`src/rtl/hub75_pkg.sv`:
```
`default_nettype none
// ============================================================================
// Module      : hub75_pkg
// Description : Shared types and constants for the HUB75 BCM scan scheduler.
// Revision    : 1.0 - initial release
// ============================================================================
package hub75_pkg;

    localparam int c_DEF_COL_BITS = 6;
    localparam int c_DEF_ROW_BITS = 5;
    localparam int c_DEF_PLANES   = 8;
    localparam int c_BRIGHT_W     = 8;

    typedef enum logic [1:0] {
        S_IDLE  = 2'd0,
        S_SHIFT = 2'd1,
        S_WAIT  = 2'd2,
        S_LATCH = 2'd3
    } state_t;

    // Wide enough for (255+1) << (planes-1) plus a few dead cycles.
    function automatic int on_time_width(input int planes);
        return c_BRIGHT_W + planes;
    endfunction

    function automatic int plane_bits(input int planes);
        return (planes > 1) ? $clog2(planes) : 1;
    endfunction

endpackage
`default_nettype wire

```
`src/rtl/hub75_on_timer.sv`:
```
`default_nettype none
// ============================================================================
// Module      : hub75_on_timer
// Description : Binary-weighted display on-time counter; optional post-latch
//               dead time when HUB75_DEADTIME_EN is defined.
// Revision    : 1.0 - initial release
// ============================================================================
module hub75_on_timer
    import hub75_pkg::*;
#(
    parameter int PLANES = c_DEF_PLANES,
    parameter int PB     = plane_bits(c_DEF_PLANES)
) (
    input  logic                  clk,
    input  logic                  reset,
    input  logic                  load,
    input  logic [PB-1:0]         plane,
    input  logic [c_BRIGHT_W-1:0] brightness,
    output logic                  blank_req,
    output logic                  done
);

    localparam int c_OT_W = on_time_width(PLANES);
`ifdef HUB75_DEADTIME_EN
    localparam int c_DEAD = 2;
`else
    localparam int c_DEAD = 0;
`endif

    logic [c_OT_W-1:0] r_on_cnt;
    logic [c_OT_W-1:0] w_on_time;
    logic [c_OT_W-1:0] w_load_val;

    always_comb begin
        w_on_time  = ({{(c_OT_W-c_BRIGHT_W){1'b0}}, brightness} + c_OT_W'(1)) << plane;
        w_load_val = w_on_time + c_OT_W'(c_DEAD);
    end

    always_ff @(posedge clk) begin
        if (reset) begin
            r_on_cnt <= '0;
        end else if (load) begin
            r_on_cnt <= w_load_val;
        end else if (r_on_cnt != '0) begin
            r_on_cnt <= r_on_cnt - c_OT_W'(1);
        end
    end

    // Counter is zero after the coming edge, so the FSM can latch with no bubble.
    assign done = (r_on_cnt <= c_OT_W'(1));

`ifdef HUB75_DEADTIME_EN
    logic [1:0] r_dead;

    always_ff @(posedge clk) begin
        if (reset) begin
            r_dead <= 2'd0;
        end else if (load) begin
            r_dead <= 2'd2;
        end else if (r_dead != 2'd0) begin
            r_dead <= r_dead - 2'd1;
        end
    end

    assign blank_req = (r_on_cnt == '0) || (r_dead != 2'd0);
`else
    assign blank_req = (r_on_cnt == '0);
`endif

endmodule
`default_nettype wire

```
`src/rtl/hub75_bcm_sched.sv`:
```
`default_nettype none
// ============================================================================
// Module      : hub75_bcm_sched
// Description : HUB75 binary-code-modulation scan scheduler; shifting of the
//               next plane overlaps display of the current one.
//               Optional macro: HUB75_DEADTIME_EN (2 blank cycles after latch).
// Revision    : 1.0 - initial release
// ============================================================================
module hub75_bcm_sched
    import hub75_pkg::*;
#(
    parameter  int COL_BITS = c_DEF_COL_BITS,
    parameter  int ROW_BITS = c_DEF_ROW_BITS,
    parameter  int PLANES   = c_DEF_PLANES,
    localparam int PB       = plane_bits(PLANES)
) (
    input  logic                  clk,
    input  logic                  reset,
    input  logic                  enable,
    input  logic [c_BRIGHT_W-1:0] brightness,
    output logic [COL_BITS-1:0]   addrx,
    output logic [ROW_BITS-1:0]   shift_row,
    output logic [PB-1:0]         shift_plane,
    output logic                  sclk_en,
    output logic [ROW_BITS-1:0]   addry,
    output logic                  latch,
    output logic                  blank,
    output logic                  frame_start
);

    localparam logic [COL_BITS-1:0] c_LAST_COL   = '1;
    localparam logic [PB-1:0]       c_LAST_PLANE = PB'(PLANES - 1);

    state_t              r_state;
    state_t              w_state_next;
    logic [COL_BITS-1:0] r_addrx;
    logic [ROW_BITS-1:0] r_row;
    logic [PB-1:0]       r_plane;
    logic [ROW_BITS-1:0] r_addry;
    logic                w_load;
    logic                w_blank_req;
    logic                w_done;

    always_comb begin
        w_state_next = r_state;
        case (r_state)
            S_IDLE:  if (enable) w_state_next = S_SHIFT;
            S_SHIFT: if (r_addrx == c_LAST_COL) w_state_next = w_done ? S_LATCH : S_WAIT;
            S_WAIT:  if (w_done) w_state_next = S_LATCH;
            S_LATCH: w_state_next = enable ? S_SHIFT : S_IDLE;
            default: w_state_next = S_IDLE;
        endcase
    end

    // Shift position advances at the latch; IDLE keeps it so a restart resumes there.
    always_ff @(posedge clk) begin
        if (reset) begin
            r_state <= S_IDLE;
            r_addrx <= '0;
            r_row   <= '0;
            r_plane <= '0;
            r_addry <= '0;
        end else begin
            r_state <= w_state_next;
            if (r_state == S_SHIFT) begin
                r_addrx <= r_addrx + COL_BITS'(1);
            end
            if (r_state == S_LATCH) begin
                r_addry <= r_row;
                if (r_plane == c_LAST_PLANE) begin
                    r_plane <= '0;
                    r_row   <= r_row + ROW_BITS'(1);
                end else begin
                    r_plane <= r_plane + PB'(1);
                end
            end
        end
    end

    assign w_load = (r_state == S_LATCH);

    hub75_on_timer #(
        .PLANES (PLANES),
        .PB     (PB)
    ) u_on_timer (
        .clk        (clk),
        .reset      (reset),
        .load       (w_load),
        .plane      (r_plane),
        .brightness (brightness),
        .blank_req  (w_blank_req),
        .done       (w_done)
    );

    assign addrx       = r_addrx;
    assign shift_row   = r_row;
    assign shift_plane = r_plane;
    assign addry       = r_addry;
    assign sclk_en     = (r_state == S_SHIFT);
    assign latch       = w_load;
    assign blank       = reset | w_load | w_blank_req;
    assign frame_start = w_load && (r_row == '0) && (r_plane == '0);

endmodule
`default_nettype wire
```
`config.mk`:
```
export PLATFORM = sky130hd
export DESIGN_NAME = hub75_bcm_sched
export DESIGN_NICKNAME = d
export VERILOG_FILES = /design/src/rtl/hub75_pkg.sv /design/src/rtl/hub75_on_timer.sv /design/src/rtl/hub75_bcm_sched.sv
export SDC_FILE = /design/constraint.sdc
export NUM_CORES = 1
export LEC_CHECK = 0
export ABC_CLOCK_PERIOD_IN_PS = 2890
export CAP_MARGIN = 20
export CORE_AREA = 3 3 85 87
export CTS_BUF_LIST = sky130_fd_sc_hd__clkbuf_2 sky130_fd_sc_hd__clkbuf_4 sky130_fd_sc_hd__clkbuf_8
export DETAILED_ROUTE_END_ITERATION = 6
export DIE_AREA = 0 0 88 90
export SYNTH_ARGS = -nofsm -noshare
export SYNTH_HDL_FRONTEND = slang
export SYNTH_SLANG_ARGS = --single-unit
```
`constraint.sdc`:
```
create_clock -name clk -period 2.89 [get_ports clk]
set_input_delay 0.289 -clock clk [delete_from_list [all_inputs] [get_ports clk]]
set_output_delay 0.289 -clock clk [all_outputs]
set_load 0.03 [all_outputs]
```
Word level (Yosys, flattened, before mapping)
Cells that the tools add are included.

Add/sub/neg operators: 5. Reductions and logical operators: 10. Shifts and indexed selects: 1. Eq/ne operators: 8. Bitwise operators: 2. Order comparisons: 1. Mux-type cells: 9.

Operator list (count): $mux 16 (2); $le 16x1->1 const B (1); $logic_not 16->1 (1); $reduce_bool 16->1 (1); $shl 16x3->16 (1); $sub 16x1->16 const B (1); $add 8x1->9 const B (1); $pmux 2 s4 (1); $add 6x1->6 const B (1); $eq 6x6->1 const B (1); $mux 2 (3); $add 5x1->5 const B (1); $logic_not 5->1 (1); $eq 2x2->1 const B (2); $ne 2x2->1 const B (2); $add 3x1->3 const B (1); $eq 3x3->1 const B (1); $logic_not 3->1 (1); $mux 3 (1); $reduce_and 3->1 (1); $eq 2x1->1 const B (1); $logic_and 1x1->1 (2); $logic_not 2->1 (1); $mux 1 (2); other kinds (4) (5).

Register bits after elaboration: 37. Logic and storage cells: 42.

Longest topological paths before layout
Word-level depth: 4. Mapped depth: 8. Mapped depth without buffers: 7.

By module
A second synthesis with hierarchy kept.

Cells, all modules: 320. Area, all modules: 2706.3 µm².

Modules (own cells, without submodules): hub75_on_timer (seq. area each 320.3 µm², instances 1, area an instance 1664.1 µm², cells an instance 208); hub75_bcm_sched (seq. area each 420.4 µm², instances 1, area an instance 1042.2 µm², cells an instance 112).

Worst setup path before layout
OpenSTA, ideal clock, no wires.

Path kind: register -> output. From: register r_state[0]. To: output port frame_start. Required time: 2.601 ns. Cell stages (with the launch flop): 7. Data arrival time: 2.428 ns. Setup slack: 0.173 ns. Path buffers: 1. Cells stage by stage: dfxtp_1 -> ha_1 -> clkbuf_1 -> inv_1 -> nor2_1 -> nand3_1 -> nor4_1.

Word-level cells in the longest chain between the ends: 3.

Ends and longest elaborated chain: from (decl) (line hub75_bcm_sched.sv:34) `state_t r_state;`; from (signal assigned) (line hub75_bcm_sched.sv:64) `r_state <= w_state_next;`; $eq 2x2->1 (line hub75_bcm_sched.sv:80) `assign w_load = (r_state == S_LATCH);`; named net latch (line hub75_bcm_sched.sv:26) `output logic latch,`; $logic_and 1x1->1 (2 in a row) (line hub75_bcm_sched.sv:102) `assign frame_start = w_load && (r_row == '0) && (r_plane == '0);`; to (decl) (line hub75_bcm_sched.sv:28) `output logic frame_start`.

The timed path passes the listed nets, and every way through them passes these cells.

Final worst setup path
From: register u_on_timer.r_on_cnt[11]. To: output port blank.

Word-level cells in the longest chain between the ends: 2.

Ends and longest elaborated chain: from (decl) (line hub75_on_timer.sv:30) `logic [c_OT_W-1:0] r_on_cnt;`; from (signal assigned) (line hub75_on_timer.sv:43) `r_on_cnt <= w_load_val;`; from (signal assigned) (line hub75_on_timer.sv:45) `r_on_cnt <= r_on_cnt - c_OT_W'(1);`; $logic_not 16->1 (line hub75_on_timer.sv:67) `assign blank_req = (r_on_cnt == '0);`; $or 1x1->1 (line hub75_bcm_sched.sv:101) `assign blank = reset | w_load | w_blank_req;`; to (decl) (line hub75_bcm_sched.sv:27) `output logic blank,`.

No other way between the ends.

==> impl_metrics.env <==
export IMPL_synthCells=335
export IMPL_power_uw=2310
export IMPL_area_delta_synth_final_pct=18.2
export IMPL_ys_seq_elements=37
export IMPL_drc=0
export IMPL_dpl_instance_area_sq_mm=0.00298
export IMPL_syn_area_sq_mm=0.00260
export IMPL_worst_pin_slew_ns=0.716
export IMPL_cts_hold_buf=0
export IMPL_drt_iter0_drc=117
export IMPL_fin_ws_ns=0.354
export IMPL_post_route_cells_drive_above_1_share_pct=6.44
export IMPL_hold_viol=0
export IMPL_synth_edf_count=0
export IMPL_crit_buf_inv=1
export IMPL_start_util_pct=40.5
export IMPL_cp_depth=5
export IMPL_ant_nets=0
export IMPL_setup_tns_final_ns=0
export IMPL_vias=2453
export IMPL_critPathLaunch="u_on_timer.r_on_cnt[11]"
export IMPL_ctsResizeCount=0
export IMPL_fillers=659
export IMPL_drtPass1Iterations=4
export IMPL_avgSynthCellArea_sq_um=7.76
export IMPL_path_cells="or4_1, or2_1, o31a_1, nand2_1, buf_4"
export IMPL_portBuffers=33
export IMPL_slew_violations=0
export IMPL_setup_viol=0
export IMPL_n_antenna_cell=0
export IMPL_maxCapViolCount=0
export IMPL_cp_end_kind="output port"
export IMPL_crit_type="reg -> out"
export IMPL_grt_pass1_wl_um=11100
export IMPL_clkLatencyLatePin_ns=0.29
export IMPL_vias_per_cell=5.65
export IMPL_synth_nets=360
export IMPL_place_congestion=0.944
export IMPL_max_stage_delay_ns=0.57
export IMPL_critPathSlowestCell="or4_1"
export IMPL_numCtsBuffers=5
export IMPL_rr_endpoint="r_state[0]"
export IMPL_die_width_um=88
export IMPL_grt_max_degree=28
export IMPL_fin_nets=382
export IMPL_finalCritPeriodShare_pct=87.8
export IMPL_async_flop_share_pct=0
export IMPL_synth_distinct_cells=54
export IMPL_wl_um=6570
export IMPL_dominantRegCellSynth="dfxtp_1"
export IMPL_irDropWorstVdd_mv=0.217
export IMPL_routedWlPerCell_um=15.1
export IMPL_r2r_setup_slack_ns=0.66
export IMPL_stdcell_area_sq_mm=0.00307
export IMPL_cts_root_buf="clkbuf_8"
export IMPL_crit_family="simple AND/OR/NAND/NOR gates"
export IMPL_grt_overflow_total=0
export IMPL_hold_class="reg -> reg"
export IMPL_post_cts_buffers=0
export IMPL_place_ws_ns=0.368
export IMPL_cp_start_kind="flop"
export IMPL_clock_path_buffers=2
export IMPL_seqCellArea_sq_um=741
export IMPL_r2r_start="u_on_timer.r_on_cnt[4]"
export IMPL_cp_required_ns=2.60
export IMPL_grt_use_total_pct=17.5
export IMPL_cp_arrival_ns=2.25
export IMPL_ys_seq_area_share_pct=28.5
export IMPL_worstRegToRegCells=5
export IMPL_yosys_warnings=0
export IMPL_status="finished, final reports clean"
export IMPL_die_y_um=90
export IMPL_htreeDepth=2
export IMPL_io_pins=34
export IMPL_rsz0062_at_grt="no"
export IMPL_antenna_found_initial=0
export IMPL_skew_ns=0.00404
export IMPL_power_density_mw_per_mm2=754
export IMPL_multi_input_area_sq_mm=0.00171
export IMPL_rows=29
export IMPL_max_freq_mhz=394
export IMPL_p_leak_uw=0.00112
export IMPL_coreArea_sq_mm=0.00642
export IMPL_cts_sinks=37
export IMPL_min_period_ns=2.54
export IMPL_grt_pass1_vias=2273
export IMPL_cts_tree="done"
export IMPL_path_max_fanout=7
export IMPL_dp_hpwl_um=4850
export IMPL_max_slew_margin_pct=52.2
export IMPL_critPathCapture="blank"
export IMPL_clkTransAtPathRegs_ns=0.08
export IMPL_die_area_sq_mm=0.00792
area by class of cell:
class	instances	area share (%)
repair buffers	41	12.5
multi-input cells	258	55.6
clock inverters	1	0.244
inverters	14	1.71
well taps	77	3.14
clock buffers	6	2.69
flip-flops and latches	37	24.1
worst reg2reg max path, cell delays in order, from the launching register on:
cell and delay, ns:
dfxtp_1 0.37, or4_1 0.67, or4_4 0.58, o21ai_2 0.20, a21oi_1 0.09, a311oi_1 0.24
metal layers:
metal / vias to the layer above / wire [um] / global-route usage, %
met5: - / 0 / 0
met4: 0 / 75 / 4.22
met3: 8 / 187 / 3.84
met2: 39 / 3050 / 26.7
met1: 1136 / 3250 / 24.7
li1: 1270 / - / -
stage by stage:
| step | hold slack [ns] | instances | util [%] |
|---|---|---|---|
| after floorplan | 0.524 | 335 | - |
| after detailed placement | 0.483 | 427 | 46.4 |
| after global placement | 0.473 | 427 | 46.4 |
| after CTS | 0.502 | 434 | 47.8 |
| final | 0.495 | 434 | 47.8 |
| after global routing | 0.532 | 434 | 47.8 |
cells by family after synthesis:
kind of cell | synth area share (%)
AND/OR/NAND/NOR | 25.6
AO/OA/AOI/OAI | 21.0
adder cells (fa/ha/maj) | 6.74
XOR/XNOR | 7.75
buffers and inverters | 5.83
flip-flops | 28.5
multiplexers | 4.62
registers in the layout (all words and copies together), names as in the netlist:
name,flops
u_on_timer.r_on_cnt,16
addrx,6
shift_row,5
r_state,2
addry,5
shift_plane,3
worst min path at each step:
stage | start | endpoint | slack [ns] | cells past startpoint
after floorplan | r_state[0] | r_state[0] | 0.52 | 2
after global placement | addry[3] | addry[3] | 0.47 | 2
after detailed placement | addry[3] | addry[3] | 0.48 | 2
after CTS | addry[4] | addry[4] | 0.50 | 2
after global routing | addry[0] | addry[0] | 0.53 | 2
final | addry[4] | addry[4] | 0.50 | 2
Yosys cell counts (all sizes together) (5+ instances only):
| master | n | area, sq um |
|---|---|---|
| ha | 14 | 175 |
| o211ai | 7 | 52.6 |
| nor2b | 5 | 31.3 |
| mux2i | 12 | 120 |
| nand4 | 6 | 37.5 |
| nor3 | 14 | 70.1 |
| inv | 13 | 48.8 |
| a21oi | 19 | 95.1 |
| xor2 | 15 | 131 |
| clkbuf | 22 | 82.6 |
| o21ai | 14 | 73.8 |
| xnor2 | 8 | 70.1 |
| a211oi | 8 | 60.1 |
| dfxtp | 37 | 741 |
| nand3 | 17 | 85.1 |
| nor4 | 8 | 50.1 |
| nand2 | 19 | 71.3 |
| nor2 | 34 | 128 |
where the power goes:
group          internal (uW)  switching (uW)  total, uW
sequential               627             131        758
clock                    189             195        383
combinational            520             654       1170
cell usage in the layout, fill, tap and decap left out, types with 2 or more instances in the layout:
cell and n:
a211oi_1 8, a21oi_1 19, a221oi_1 2, a311oi_1 4, a31oi_1 4, a32oi_1 2
and2_1 2, and3_1 4, buf_4 10, clkbuf_8 6, clkdlybuf4s50_1 31, dfxtp_1 37
ha_1 14, inv_1 12, mux2i_1 12, nand2_1 19, nand3_1 17, nand3b_1 2
nand4_1 6, nand4b_1 3, nor2_1 34, nor2b_1 5, nor3_1 14, nor4_1 8
o211ai_1 7, o21a_1 4, o21ai_0 13, o311ai_0 3, o32ai_1 3, or3_1 4
or4_1 3, xnor2_1 8, xor2_1 15
Note: power is estimated with default switching activity, not from simulation.
